<file path="src/rtl/jk_seq_pkg.sv">
// rtl/jk_seq_pkg.sv - shared op codes, command type and JK next-state function
package jk_seq_pkg;

   localparam int JK_CNT_W = 4;

   localparam logic [1:0] OP_HOLD   = 2'b00;
   localparam logic [1:0] OP_RESET  = 2'b01;
   localparam logic [1:0] OP_SET    = 2'b10;
   localparam logic [1:0] OP_TOGGLE = 2'b11;

   typedef struct packed {
      logic [1:0]          op;
      logic [JK_CNT_W-1:0] len;
   } jk_cmd_t;

   function automatic logic jk_next(input logic q, input logic j, input logic k);
      case ({j, k})
         OP_HOLD:  return q;
         OP_RESET: return 1'b0;
         OP_SET:   return 1'b1;
         default:  return ~q;
      endcase
   endfunction

endpackage

</file>
<file path="src/rtl/jk_cmd_fifo.sv">
// rtl/jk_cmd_fifo.sv - synchronous command FIFO with occupancy level
module jk_cmd_fifo #(
   parameter int DW    = 6,
   parameter int DEPTH = 4,
   localparam int AW   = $clog2(DEPTH),
   localparam int LW   = AW + 1
) (
   input  logic          clk,
   input  logic          rst_n,
   input  logic          push,
   input  logic          pop,
   input  logic [DW-1:0] din,
   output logic [DW-1:0] dout,
   output logic [LW-1:0] level,
   output logic          full,
   output logic          empty
);

   logic [DW-1:0] mem_q [DEPTH];
   logic [AW-1:0] wr_q;
   logic [AW-1:0] rd_q;
   logic [LW-1:0] level_q;
   logic          do_push;
   logic          do_pop;

   assign full    = (level_q == LW'(DEPTH));
   assign empty   = (level_q == '0);
   assign do_push = push && !full;
   assign do_pop  = pop && !empty;
   assign dout    = mem_q[rd_q];
   assign level   = level_q;

   // Storage carries no reset; only pointers and level define validity.
   always_ff @(posedge clk) begin
      if (do_push) begin
         mem_q[wr_q] <= din;
      end
   end

   always_ff @(posedge clk or negedge rst_n) begin
      if (!rst_n) begin
         wr_q    <= '0;
         rd_q    <= '0;
         level_q <= '0;
      end else begin
         if (do_push) begin
            wr_q <= wr_q + AW'(1);
         end
         if (do_pop) begin
            rd_q <= rd_q + AW'(1);
         end
         case ({do_push, do_pop})
            2'b10:   level_q <= level_q + LW'(1);
            2'b01:   level_q <= level_q - LW'(1);
            default: level_q <= level_q;
         endcase
      end
   end

endmodule

</file>
<file path="src/rtl/jk_cmd_sequencer.sv">
// rtl/jk_cmd_sequencer.sv - queued command sequencer driving JK inputs
// with a shadow Q model that tracks the downstream flip-flop.
module jk_cmd_sequencer
   import jk_seq_pkg::*;
#(
   parameter int CNT_W      = JK_CNT_W,
   parameter int FIFO_DEPTH = 4
) (
   input  logic                        clk,
   input  logic                        areset_n,
   input  logic                        cmd_valid,
   output logic                        cmd_ready,
   input  logic [1:0]                  cmd_op,
   input  logic [CNT_W-1:0]            cmd_len,
   output logic                        j,
   output logic                        k,
   output logic                        busy,
   output logic                        q_model,
   output logic [$clog2(FIFO_DEPTH):0] fifo_level
);

   typedef enum logic {S_IDLE, S_RUN} state_t;

   state_t             state_q, state_d;
   logic [CNT_W-1:0]   cnt_q, cnt_d;
   logic               j_q, j_d;
   logic               k_q, k_d;
   logic               q_q, q_d;
   logic               pop;
   logic               fifo_full;
   logic               fifo_empty;
   logic [CNT_W+1:0]   head;
   logic [1:0]         head_op;
   logic [CNT_W-1:0]   head_len;

   jk_cmd_fifo #(
      .DW    (CNT_W + 2),
      .DEPTH (FIFO_DEPTH)
   ) u_fifo (
      .clk   (clk),
      .rst_n (areset_n),
      .push  (cmd_valid && cmd_ready),
      .pop   (pop),
      .din   ({cmd_op, cmd_len}),
      .dout  (head),
      .level (fifo_level),
      .full  (fifo_full),
      .empty (fifo_empty)
   );

   assign cmd_ready = !fifo_full;
   assign head_op   = head[CNT_W+1:CNT_W];
   assign head_len  = head[CNT_W-1:0];
   assign j         = j_q;
   assign k         = k_q;
   assign busy      = (state_q == S_RUN);
   assign q_model   = q_q;

   always_comb begin
      state_d = state_q;
      cnt_d   = cnt_q;
      j_d     = j_q;
      k_d     = k_q;
      pop     = 1'b0;
      q_d     = jk_next(q_q, j_q, k_q);
      case (state_q)
         S_IDLE: begin
            if (!fifo_empty) begin
               pop        = 1'b1;
               {j_d, k_d} = head_op;
               cnt_d      = head_len;
               state_d    = S_RUN;
            end
         end
         S_RUN: begin
            if (cnt_q != '0) begin
               cnt_d = cnt_q - CNT_W'(1);
            end else if (!fifo_empty) begin
               // Chain straight into the next command so j/k never bubble.
               pop        = 1'b1;
               {j_d, k_d} = head_op;
               cnt_d      = head_len;
            end else begin
               j_d     = 1'b0;
               k_d     = 1'b0;
               state_d = S_IDLE;
            end
         end
         default: state_d = S_IDLE;
      endcase
   end

   always_ff @(posedge clk or negedge areset_n) begin
      if (!areset_n) begin
         state_q <= S_IDLE;
         cnt_q   <= '0;
         j_q     <= 1'b0;
         k_q     <= 1'b0;
         q_q     <= 1'b0;
      end else begin
         state_q <= state_d;
         cnt_q   <= cnt_d;
         j_q     <= j_d;
         k_q     <= k_d;
         q_q     <= q_d;
      end
   end

endmodule

</file>
<file path="config.mk">
export PLATFORM = sky130hd
export DESIGN_NAME = jk_cmd_sequencer
export DESIGN_NICKNAME = d
export VERILOG_FILES = /design/src/rtl/jk_seq_pkg.sv /design/src/rtl/jk_cmd_fifo.sv /design/src/rtl/jk_cmd_sequencer.sv
export SDC_FILE = /design/constraint.sdc
export NUM_CORES = 1
export LEC_CHECK = 0
export CAP_MARGIN = 20
export CORE_AREA = 10 10 71 73
export CTS_CLUSTER_DIAMETER = 100
export DETAILED_ROUTE_END_ITERATION = 12
export DIE_AREA = 0 0 81 83
export GPL_TIMING_DRIVEN = 0
export HOLD_SLACK_MARGIN = 0.05
export PLACE_DENSITY_LB_ADDON = 0.3
export SLEW_MARGIN = 5
export SYNTH_ARGS = -nofsm -noshare
export SYNTH_HDL_FRONTEND = slang
export SYNTH_HIERARCHICAL = 1
export SYNTH_SLANG_ARGS = --single-unit
</file>
<file path="constraint.sdc">
create_clock -name clk -period 2.75 [get_ports clk]
set_input_delay 0.6875 -clock clk [delete_from_list [all_inputs] [get_ports clk]]
set_output_delay 0.6875 -clock clk [all_outputs]
set_load 0.05 [all_outputs]
</file>
# Word-level counts from Yosys, hierarchy flattened
# Memories as Yosys holds them, arrays and structs flattened.
# Cells that the tools add are included.
# totals
register_bits	15
ramBits	24
in_bits	9
out_inout_bits	8
word_cells	53
n_memories	1
# mem_list
name	depth	word_bits	rd	rd_clocked_by_memory_dff	wr	line_no	source
u_fifo.mem_q	4	6	1	0	1	jk_cmd_fifo.sv:19	logic [DW-1:0] mem_q [DEPTH];
# op_classes
n_addsub	5
n_eq_ne	7
n_mux	20
n_bitwise	2
n_reduce_logical	10
# ops
op	count
1-bit 2-to-1 mux	11
4-bit 2-to-1 mux	2
1-bit one-hot mux with 2 select lines	4
4-bit one-hot mux with 2 select lines	1
3-bit one-hot mux with 2 select lines	1
2-bit by 1-bit adder with 2-bit output (second input constant)	2
2-bit by 1-bit == test with 1-bit output (second input constant)	2
2-bit == test (second input constant)	2
2-bit inequality test (second input constant)	2
4-bit nonzero test	1
4-bit by 1-bit subtractor with 4-bit output (second input constant)	1
3-bit by 1-bit adder with 3-bit output (second input constant)	1
3-bit == test (second input constant)	1
1-bit logical AND	3
3-bit logical NOT	1
1-bit one-hot mux with 3 select lines	1
3-bit by 1-bit subtractor with 3-bit output (second input constant)	1
1-bit logical NOT	2
2-bit logical NOT	1
1-bit NOT	2
2-bit AND reduction	1
2-bit nonzero test	1

# Longest topological paths before layout
# Gate-level depths: netlist of the first run.
# depth
ltp_word	7
mapped_depth	12
ltp_nobuf	11

# Hierarchy
# Netlist of the first run, hierarchy kept.
# by_module_without_submodules
module	instances	cells_each	area_each_um2	seq_area_each_um2
jk_cmd_fifo	1	69	1306.3	895.9
jk_cmd_sequencer	1	49	498.0	200.2

# Worst setup path before layout of the first run
# No wires, ideal clock.
# synth_timing
kind	flip-flop to flip-flop
start	register cnt_q[0]
end	register u_fifo.level_q[2] (netlist: u_fifo/level[2])
setup_time_ps	82
arrival_time_ps	2399
t_required_ps	2668
setup_slack_ps	269
path_stages_with_launch	13
path_buffers	1
synth_period_minus_slack_ps	2481
path_cell_list	dfrtp_1 inv_1 ha_1 or3b_1 buf_6 a21oi_2 o31a_2 ha_1 inv_1 fa_1 xor2_1 nor2_1 xor2_1
# synth_between
elab_chain_cells	6
word_cells_on_any_way	8
cone_classes	eq/ne (2); mux (3); reduce/logical (3)
# synth_lines
item	line_no	source
from (decl)	jk_cmd_sequencer.sv:25	logic [CNT_W-1:0] cnt_q, cnt_d;
from (signal assigned)	jk_cmd_sequencer.sv:102	cnt_q <= cnt_d;
4-bit nonzero test (*)	jk_cmd_sequencer.sv:76	if (cnt_q != '0) begin
1-bit 2-to-1 mux (*)	jk_cmd_sequencer.sv:76	
1-bit one-hot mux with 2 select lines (*)	jk_cmd_sequencer.sv:66	case (state_q)
named net pop	jk_cmd_sequencer.sv:29	logic pop;
1-bit logical AND (*)	jk_cmd_fifo.sv:29	assign do_pop = pop && !empty;
named net u_fifo.do_pop	jk_cmd_fifo.sv:24	logic do_pop;
2-bit by 1-bit == test with 1-bit output / 2-bit == test (equally long branches)	jk_cmd_fifo.sv:52	case ({do_push, do_pop})
3-bit one-hot mux with 2 select lines / 2-bit nonzero test (equally long branches)	-	
to (signal assigned)	jk_cmd_fifo.sv:53	2'b10: level_q <= level_q + LW'(1);
to (signal assigned)	jk_cmd_fifo.sv:54	2'b01: level_q <= level_q - LW'(1);
to (signal assigned)	jk_cmd_fifo.sv:55	default: level_q <= level_q;
to (decl)	jk_cmd_fifo.sv:22	logic [LW-1:0] level_q;
# Mark *: on every way through the listed nets, which the timed path passes. The rest lies on a longest branch.
# A chain may end at the register's enable or synchronous reset.

# Final worst setup path of the first run
# Same ends and word-level chain as after synthesis.

==> metrics.md, run 1 <==
| Metric | Value |
|---|---|
| Status | completed |
| Critical register-to-register path endpoint | u_fifo/level[2] |
| Worst VDD drop | ~0.59 mV |
| Sort of element at the end of the critical path | register |
| Final worst-path cycle share | 94.7% |
| Final setup violation count | 0 |
| Number of fill cells in the layout | between 300 and 400 |
| Startpoint of the lowest-slack register-to-register path | cnt_q[0] |
| Synthesized-area fraction occupied by and/or/nand/nor cells | 7.77% |
| Multiplexer area fraction after synthesis | 11.4% |
| Initial Util | about half |
| Cell chosen for the clock root | clkbuf_8 |
| Global route total overflow | 0 |
| Number of nets in the finished design | approximately 160 |
| # clock sinks | 39 |
| Setup Skew | between 10 and 15 ps |
| Power Dens Cells | approximately 1100 nW/um^2 |
| Syn nets | roughly 140 |
| I/O pin count | 17 |
| Largest family of logic cells by synthesized area | multiplexers |
| Final antenna-violating net count | 0 |
| HP Class | reg2reg |
| Area of the core | 3630 um^2 |
| Maxcap violations | 0 |
| Via count of the first global-routing pass | approximately 1000 |
| Measured slew at the worst slew-check pin | 695 ps |
| Number of H-tree branching levels | 2 |
| WL final | 2970 um |
| Number of antenna violations at the first check in global routing | 0 |
| Reg2Reg Depth | 12 |
| Vias after detailed routing | around 1000 |
| Compound-Gate Fraction of Synth Area | 6.03% |
| Xor and xnor area share after synthesis | under 10% |
| CP startpoint kind | register |
| Commonest cells after routing, fill and taps aside | edfxtp_1 (24), clkdlybuf4s50_1 (16), dfrtp_1 (15) |
| Maximum count of clock buffers along a single path | 2 |
| Via/cell ratio | ~5.2 |
| Slew headroom | between 50% and 60% |
| Worst hold endpoint | q_model |
| Required time of the critical path | approximately 3000 ps |
| Worst reg2reg setup slack | approximately 150 ps |
| Detailed-placement wirelength estimate | about 2200 um |
| Fin. Hold Viols | 0 |
| FFs w/ async S/R, synth | around 38% |
| Largest fanout on the critical path | 7 |
| Most used flip-flop cell after synthesis | edfxtp_1 |
| Largest net degree at the start of global routing | 16 |
| Number of design-rule violations left by the first detailed-router iteration | between 60 and 70 |
| Cell area after technology mapping | about 1800 um^2 |
| Number of detailed-routing iterations run before antenna repair | 4 |
| Leakage power of the design | approximately 0.85 nW |
| Number of buffers created by CTS | 5 |
| Share of the synthesized area in the top cell type | between 30% and 40% |
| Number of synthesized flops with an enable pin | 24 |
| Hold Path Cell Cnt | 1 |
| Adder and majority cell fraction of the synthesized area | around 6.7% |
| Vertical die dimension | between 80 and 90 um |
| Post-Synthesis Cells | 118 |
| Growth of design area from synthesis to finish | 18.9% |
| Clock tree from TritonCTS | built |
| Die outline width | 81 um |
| Mean instance size in the synthesized netlist | between 15 and 20 um^2 |
| Clock transition at the registers of the reported paths | about 80 ps |
| Synth area leader | edfxtp_1 |
| Arr. time, crit path | ~2800 ps |
| Site Rows | 22 |
| Number of I/O port buffers | 16 |
| Aggregate negative setup slack | 0 ps |
| Synth area leaders | edfxtp_1 (40%), dfrtp_1 (21%), mux4_2 (7.5%) |
| Sequential share of the synthesized area | about three fifths |
| Startpoint of the lowest-slack hold path | q_model |
| Crit Path Category | reg2reg |
| Number of antenna cells inserted | 0 |
| Total track usage | around 9% |
| Wire length per cell | roughly 15 um |
| Placer's final routability congestion estimate | about 0.79 |
| Final Core Density | 59.0% |
| Number of distinct library cells after synthesis | 37 |
| Total number of yosys warnings | 6 |
| Die Outline Area | 6720 um^2 |
| Number of max-slew violations in the final report | 0 |
| Post-detailed-route DRC marker count | 0 |
| Fraction of final layout cells sized beyond drive strength 1 | 20.7% |
| Most common cell after layout, fill and taps aside | edfxtp_1 |
| Clock period minus final worst setup slack | between 2000 and 3000 ps |
| Worst-skew pair later-pin latency | ~280 ps |
| Wire length of the first global-routing pass | roughly 4900 um |
| #FFs+latches synth | 39 |
| Highest attainable clock frequency | around 380 MHz |
-- routing by layer --
metal | routed length [um] | track usage, %
met5 | 0 | 0
met4 | 12 | 2.35
met3 | 163 | 3.56
met2 | 1530 | 15.6
met1 | 1270 | 10.4
-- area by class of cell --
type	count	area (um^2)	area share, %
Clock buffer	7	86.3	4.03
Sequential cell	39	1100	51.1
Multi-Input combinational cell	61	634	29.6
Tap cell	48	60.1	2.80
Buffer	5	32.5	1.52
Inverter	13	48.8	2.28
Clock inverter	1	3.75	0.175
Timing Repair Buffer	19	183	8.52
-- flip-flops by register name (all words and copies together), names as in the netlist --
register	cells
u_fifo/rd_q	2
u_fifo/level	3
busy	1
k	1
q_model	1
cnt_q	4
j	1
u_fifo/mem_q	24
u_fifo/wr_q	2
-- worst max-delay path, cell delays in order, from the launching register on --
cell	delay, ps
dfrtp_1	400
inv_1	60
ha_1	180
or3b_1	370
buf_6	150
a21oi_4	170
o31a_2	180
ha_1	170
inv_1	60
fa_1	370
xor2_1	150
nor2_1	110
xor2_1	160
-- where the power goes --
group	total [mW]	switching [mW]	internal [mW]
combinational	1.14	0.612	0.524
clock	0.384	0.183	0.201
sequential	0.940	0.123	0.818
-- worst max-delay path by stage --
stage                           end  slack, ps      from  depth (start not counted)
CTS                 u_fifo/level[2]         40  cnt_q[0]                         12
floorplan           u_fifo/level[2]        270  cnt_q[0]                         12
global placement    u_fifo/level[2]        130  cnt_q[0]                         12
detailed placement  u_fifo/level[2]         70  cnt_q[0]                         12
global route        u_fifo/level[2]         -4  cnt_q[0]                         12
finish              u_fifo/level[2]        150  cnt_q[0]                         12
-- cell families after synthesis --
kind of cell	Yosys count
multiplexers	12
flip-flops	39
AO/OA/AOI/OAI	13
buffers and inverters	18
AND/OR/NAND/NOR	21
XOR/XNOR	6
adder cells (fa/ha/maj)	9
-- through the flow --
step / setup WS, ps / instances / total power, mW / area [um^2] / hold WS (ps)
floorplan: 269 / 118 / 1.77 / 1800 / 392
CTS: 38.7 / 190 / 2.44 / 2110 / 499
global route: -4.27 / 193 / 2.63 / 2140 / 525
finish: 145 / 193 / 2.46 / 2140 / 491
global placement: 134 / 182 / 2.00 / 2020 / 462
detailed placement: 68.5 / 182 / 2.06 / 2020 / 489
-- synth_stat cells (all sizes together) (3+ instances only) --
| master | number |
|---|---|
| a22o | 5 |
| and2 | 4 |
| buf | 5 |
| dfrtp | 15 |
| edfxtp | 24 |
| ha | 8 |
| inv | 13 |
| mux2i | 4 |
| mux4 | 6 |
| nand2 | 4 |
| nor2b | 3 |
| xnor2 | 3 |
| xor2 | 3 |
-- repair_timing --
action,CTS,global route
setup endpoints to repair,0,1
gates resized for setup,0,1
hold buffers,0,0
buffers inserted,0,3
No activity file was read; power rests on OpenSTA's default activity.
==> inputs of run 2 (changes only) <==
Settings changed: ABC_CLOCK_PERIOD_IN_PS set to 2750, CORE_AREA 10 10 71 73 to 10 10 70 72, DIE_AREA 0 0 81 83 to 0 0 80 82, SYNTH_HIERARCHICAL 1 to not set.
==> run 2 against run 1 <==
Effect of this change:
- final area fell by 4.0%
- critical path depth fell by 2
- count of clock-buffer cells in the layout fell by 2
- via count fell by 4.5%
- global-route usage rose by 0.22 points
- critical path type unchanged
- largest cell class unchanged
==> metrics.md, run 2 <==
| Metric | Value |
|---|---|
| Clock tree from TritonCTS | built |
| Commonest cells after routing, fill and taps aside | edfxtp_1 (24), clkdlybuf4s50_1 (16), dfrtp_1 (15) |
| Setup WS pre-CTS | approximately 180 ps |
| Global route total overflow | 0 |
| Xor and xnor area share after synthesis | between 3 and 4% |
| Number of nets in the finished design | between 150 and 200 |
| Multiplexer area fraction after synthesis | under 10% |
| Die outline width | 80 um |
| Critical register-to-register path endpoint | u_fifo.level[2] |
| Leakage power of the design | 0.812 nW |
| Synth area leader | edfxtp_1 |
| Detailed-placement wirelength estimate | 2110 um |
| Worst-skew pair later-pin latency | ~340 ps |
| CP Cell Sequence | inv_1 -> ha_1 -> or3b_4 -> a21oi_2 -> ha_1 -> inv_1 -> fa_1 -> xor2_1 -> nor2_1 -> xor2_1 |
| Reg2Reg Depth | 10 |
| Slew headroom | between 50 and 60% |
| Arr. time, crit path | about 2900 ps |
| Top cells by count, synth | edfxtp_1 (24), dfrtp_1 (15), inv_1 (11) |
| Total track usage | 9.44% |
| HP Class | reg2reg |
| Maximum count of clock buffers along a single path | 2 |
| Number of fill cells in the layout | approximately 310 |
| Final antenna-violating net count | 0 |
| Aggregate negative setup slack | 0 ps |
| Total instance count after detailed placement | between 150 and 200 |
| Number of H-tree branching levels | 2 |
| Crit. path cell count | 10 |
| Flip-flop count of the largest register, all copies and words added | 24 |
| Fraction of final layout cells sized beyond drive strength 1 | between 10% and 20% |
| Growth of design area from synthesis to finish | 18.8% |
| Status | completed |
| Count of instances resized after the clock tree is built | 0 |
| Hold buffers post-CTS | 0 |
| Highest attainable clock frequency | a little under 400 MHz |
| Placer's final routability congestion estimate | roughly 0.73 |
| Worst Slack Setup Final | roughly 160 ps |
| Largest fanout on the critical path | 7 |
| Top routing layer in use | met4 |
| Via count of the first global-routing pass | 1031 |
| Final worst-path cycle share | a little over nine tenths |
| Share of the synthesized area in the top cell type | 41.6% |
| Synthesized-area fraction occupied by and/or/nand/nor cells | under 10% |
| Clock network fraction of total power | about a fifth |
| Crit Path Category | reg2reg |
| Sort of element at the end of the critical path | register |
| CP startpoint kind | register |
| Largest net degree at the start of global routing | 16 |
| Number of antenna violations at the first check in global routing | 0 |
| Measured slew at the worst slew-check pin | 683 ps |
| # clock sinks | 39 |
| Number of synthesized flops with an enable pin | 24 |
| Required time of the critical path | slightly above 3000 ps |
| Part of the power in registers | 38.9% |
| Design Area, Final | 2060 um^2 |
| Post-detailed-route DRC marker count | 0 |
| Post-Synthesis Cells | around 120 |
| Setup Skew | between 8 and 9 ps |
| Power spent charging and discharging nets | 0.855 mW |
| Cell-internal power | 1.51 mW |
| Worst reg2reg setup slack | 160 ps |
| Final Core Density | between 50% and 60% |
| Number of design-rule violations left by the first detailed-router iteration | 48 |
| Bufs and invs on worst path | 2 |
| Met3 WL | between 100 and 150 um |
| Largest delay share family, worst path | adder cells |
| Maximum single-stage delay on the critical path | slightly above 400 ps |
| Mean instance size in the synthesized netlist | ~15 um^2 |
| Syn nets | around 140 |
| RSZ-0062 raised after global routing | no |
| Final setup violation count | 0 |
| Final non-filler cell total | around 190 |
| Number of detailed-routing iterations run before antenna repair | 4 |
| Sequential cell area | 1100 um^2 |
| Largest family of logic cells by synthesized area | multiplexers |
| WL final | 2780 um |
| Fin. Hold Viols | 0 |
| Initial Util | between 40% and 50% |
| Post-route met1 wirelength | approximately 1300 um |
| Vias after detailed routing | roughly 970 |
| Compound-Gate Fraction of Synth Area | just over 5% |
| FFs w/ async S/R, synth | between 30% and 40% |
| Worst VDD drop | about 0.52 mV |
| Site Rows | 22 |
| Number of distinct library cells after synthesis | 34 |
| Power Dens Cells | about 1200 nW/um^2 |
| Number of antenna cells inserted | 0 |
| Hold Path Cell Cnt | 1 |
| # Post-CTS Setup Buffers | 0 |
| Placed Area | between 1500 and 2000 um^2 |
| Slowest stage cell, crit path | dfrtp_1 |
| Footprint of the multi-input gates | 576 um^2 |
| Number of max-slew violations in the final report | 0 |
| Vertical die dimension | roughly 82 um |
| Adder and majority cell fraction of the synthesized area | under 10% |
| Number of I/O port buffers | 16 |
| Cell chosen for the clock root | clkbuf_4 |
| Most common cell after layout, fill and taps aside | edfxtp_1 |
| Number of buffers created by CTS | 5 |
| Biggest register | u_fifo.mem_q |
| Worst hold endpoint | q_model |
| Routed wl met2 | ~1400 um |
| Cell area after technology mapping | 1730 um^2 |
| Sw Share | a little over a third |
| Wire length of the first global-routing pass | 4710 um |
| Total number of yosys warnings | 0 |
| Via/cell ratio | 5.11 |
| Maxcap violations | 0 |
| #FFs+latches synth | 39 |
| Overall Power | approximately 2.4 mW |
| I/O pin count | 17 |
| Startpoint of the lowest-slack register-to-register path | cnt_q[0] |
| Startpoint of the lowest-slack hold path | q_model |
| Most used flip-flop cell after synthesis | edfxtp_1 |
| Wire length per cell | approximately 15 um |
| Clock period minus final worst setup slack | between 2000 and 3000 ps |
| Final hold slack | around 500 ps |
| Leading cell type by number of instances after synthesis | edfxtp_1 |
| Sequential share of the synthesized area | between 60 and 70% |
| Synth area leaders | edfxtp_1 (42%), dfrtp_1 (22%), mux4_2 (7.8%) |
| Area of the core | 3580 um^2 |
| Logic pwr share | between 40% and 50% |
| Die Outline Area | roughly 6600 um^2 |
| Clock transition at the registers of the reported paths | roughly 120 ps |
==> run 2: cell count changes after synthesis, moves of 2 or more <==
cell	delta
mux2i_1	-3
nand2_1	+4
a22o_1	-3
and3_1	+4
mux2_4	-2
o21ai_0	+3
inv_1	-2
and2_2	-3
a22o_2	-2
a22oi_1	+2
==> run 2: kinds of logic after synthesis <==
family	after synthesis
AO/OA/AOI/OAI	13
XOR/XNOR	6
adder cells (fa/ha/maj)	10
buffers and inverters	14
flip-flops	39
multiplexers	8
AND/OR/NAND/NOR	27
==> run 2: worst max-delay path by stage <==
stage | from | endpoint | slack [ps]
2_1_floorplan | u_fifo.level[2] | u_fifo.level[2] | 20
3_3_place_gp | cnt_q[0] | u_fifo.level[2] | 220
3_5_place_dp | cnt_q[0] | u_fifo.level[2] | 180
4_1_cts | u_fifo.level[0] | cmd_ready | 130
5_1_grt | cnt_q[0] | u_fifo.level[2] | 30
6_report | cnt_q[0] | u_fifo.level[2] | 160
==> run 2: area by class of cell <==
| class | count | area share (%) |
|---|---|---|
| Buffer | 3 | 0.973 |
| Clock buffer | 5 | 1.82 |
| Clock inverter | 3 | 3.28 |
| Inverter | 11 | 2.01 |
| Multi-Input combinational cell | 64 | 28.0 |
| Sequential cell | 39 | 53.3 |
| Tap cell | 48 | 2.92 |
| Timing Repair Buffer | 16 | 7.78 |
==> run 2: power by group through the flow <==
stage	combinational, mW	clock (mW)	sequential [mW]
2_1_floorplan	0.585	0	1.06
3_3_place_gp	0.957	0	0.921
3_5_place_dp	0.991	0	0.938
4_1_cts	0.992	0.483	0.924
5_1_grt	1.08	0.511	0.946
6_report	0.978	0.468	0.922
==> run 2: routing by layer <==
layer	global-route usage, %	vias to the layer above
met5	0	-
met4	3.70	0
met3	3.71	2
met2	15.4	15
met1	11.0	480
li1	-	469
==> inputs of run 3 (changes only) <==
Settings changed: ABC_CLOCK_PERIOD_IN_PS 2750 to 2800.
Clock period 2.75 ns to 2.8 ns, I/O delays scaled along.
==> results of run 3 <==
Same layout as run 2 (identical final DEF). Status: completed.
Among the figures that moved: setup slack after placement 178 ps -> 228 ps; setup slack after layout 156 ps -> 198 ps; start point of the critical path cnt_q[0] -> u_fifo.level[0]; end point of the critical path u_fifo.level[2] -> cmd_ready; register-to-register setup slack 160 ps -> 210 ps; total power 2.37 mW -> 2.33 mW; worst IR drop on VDD 0.518 mV -> 0.508 mV
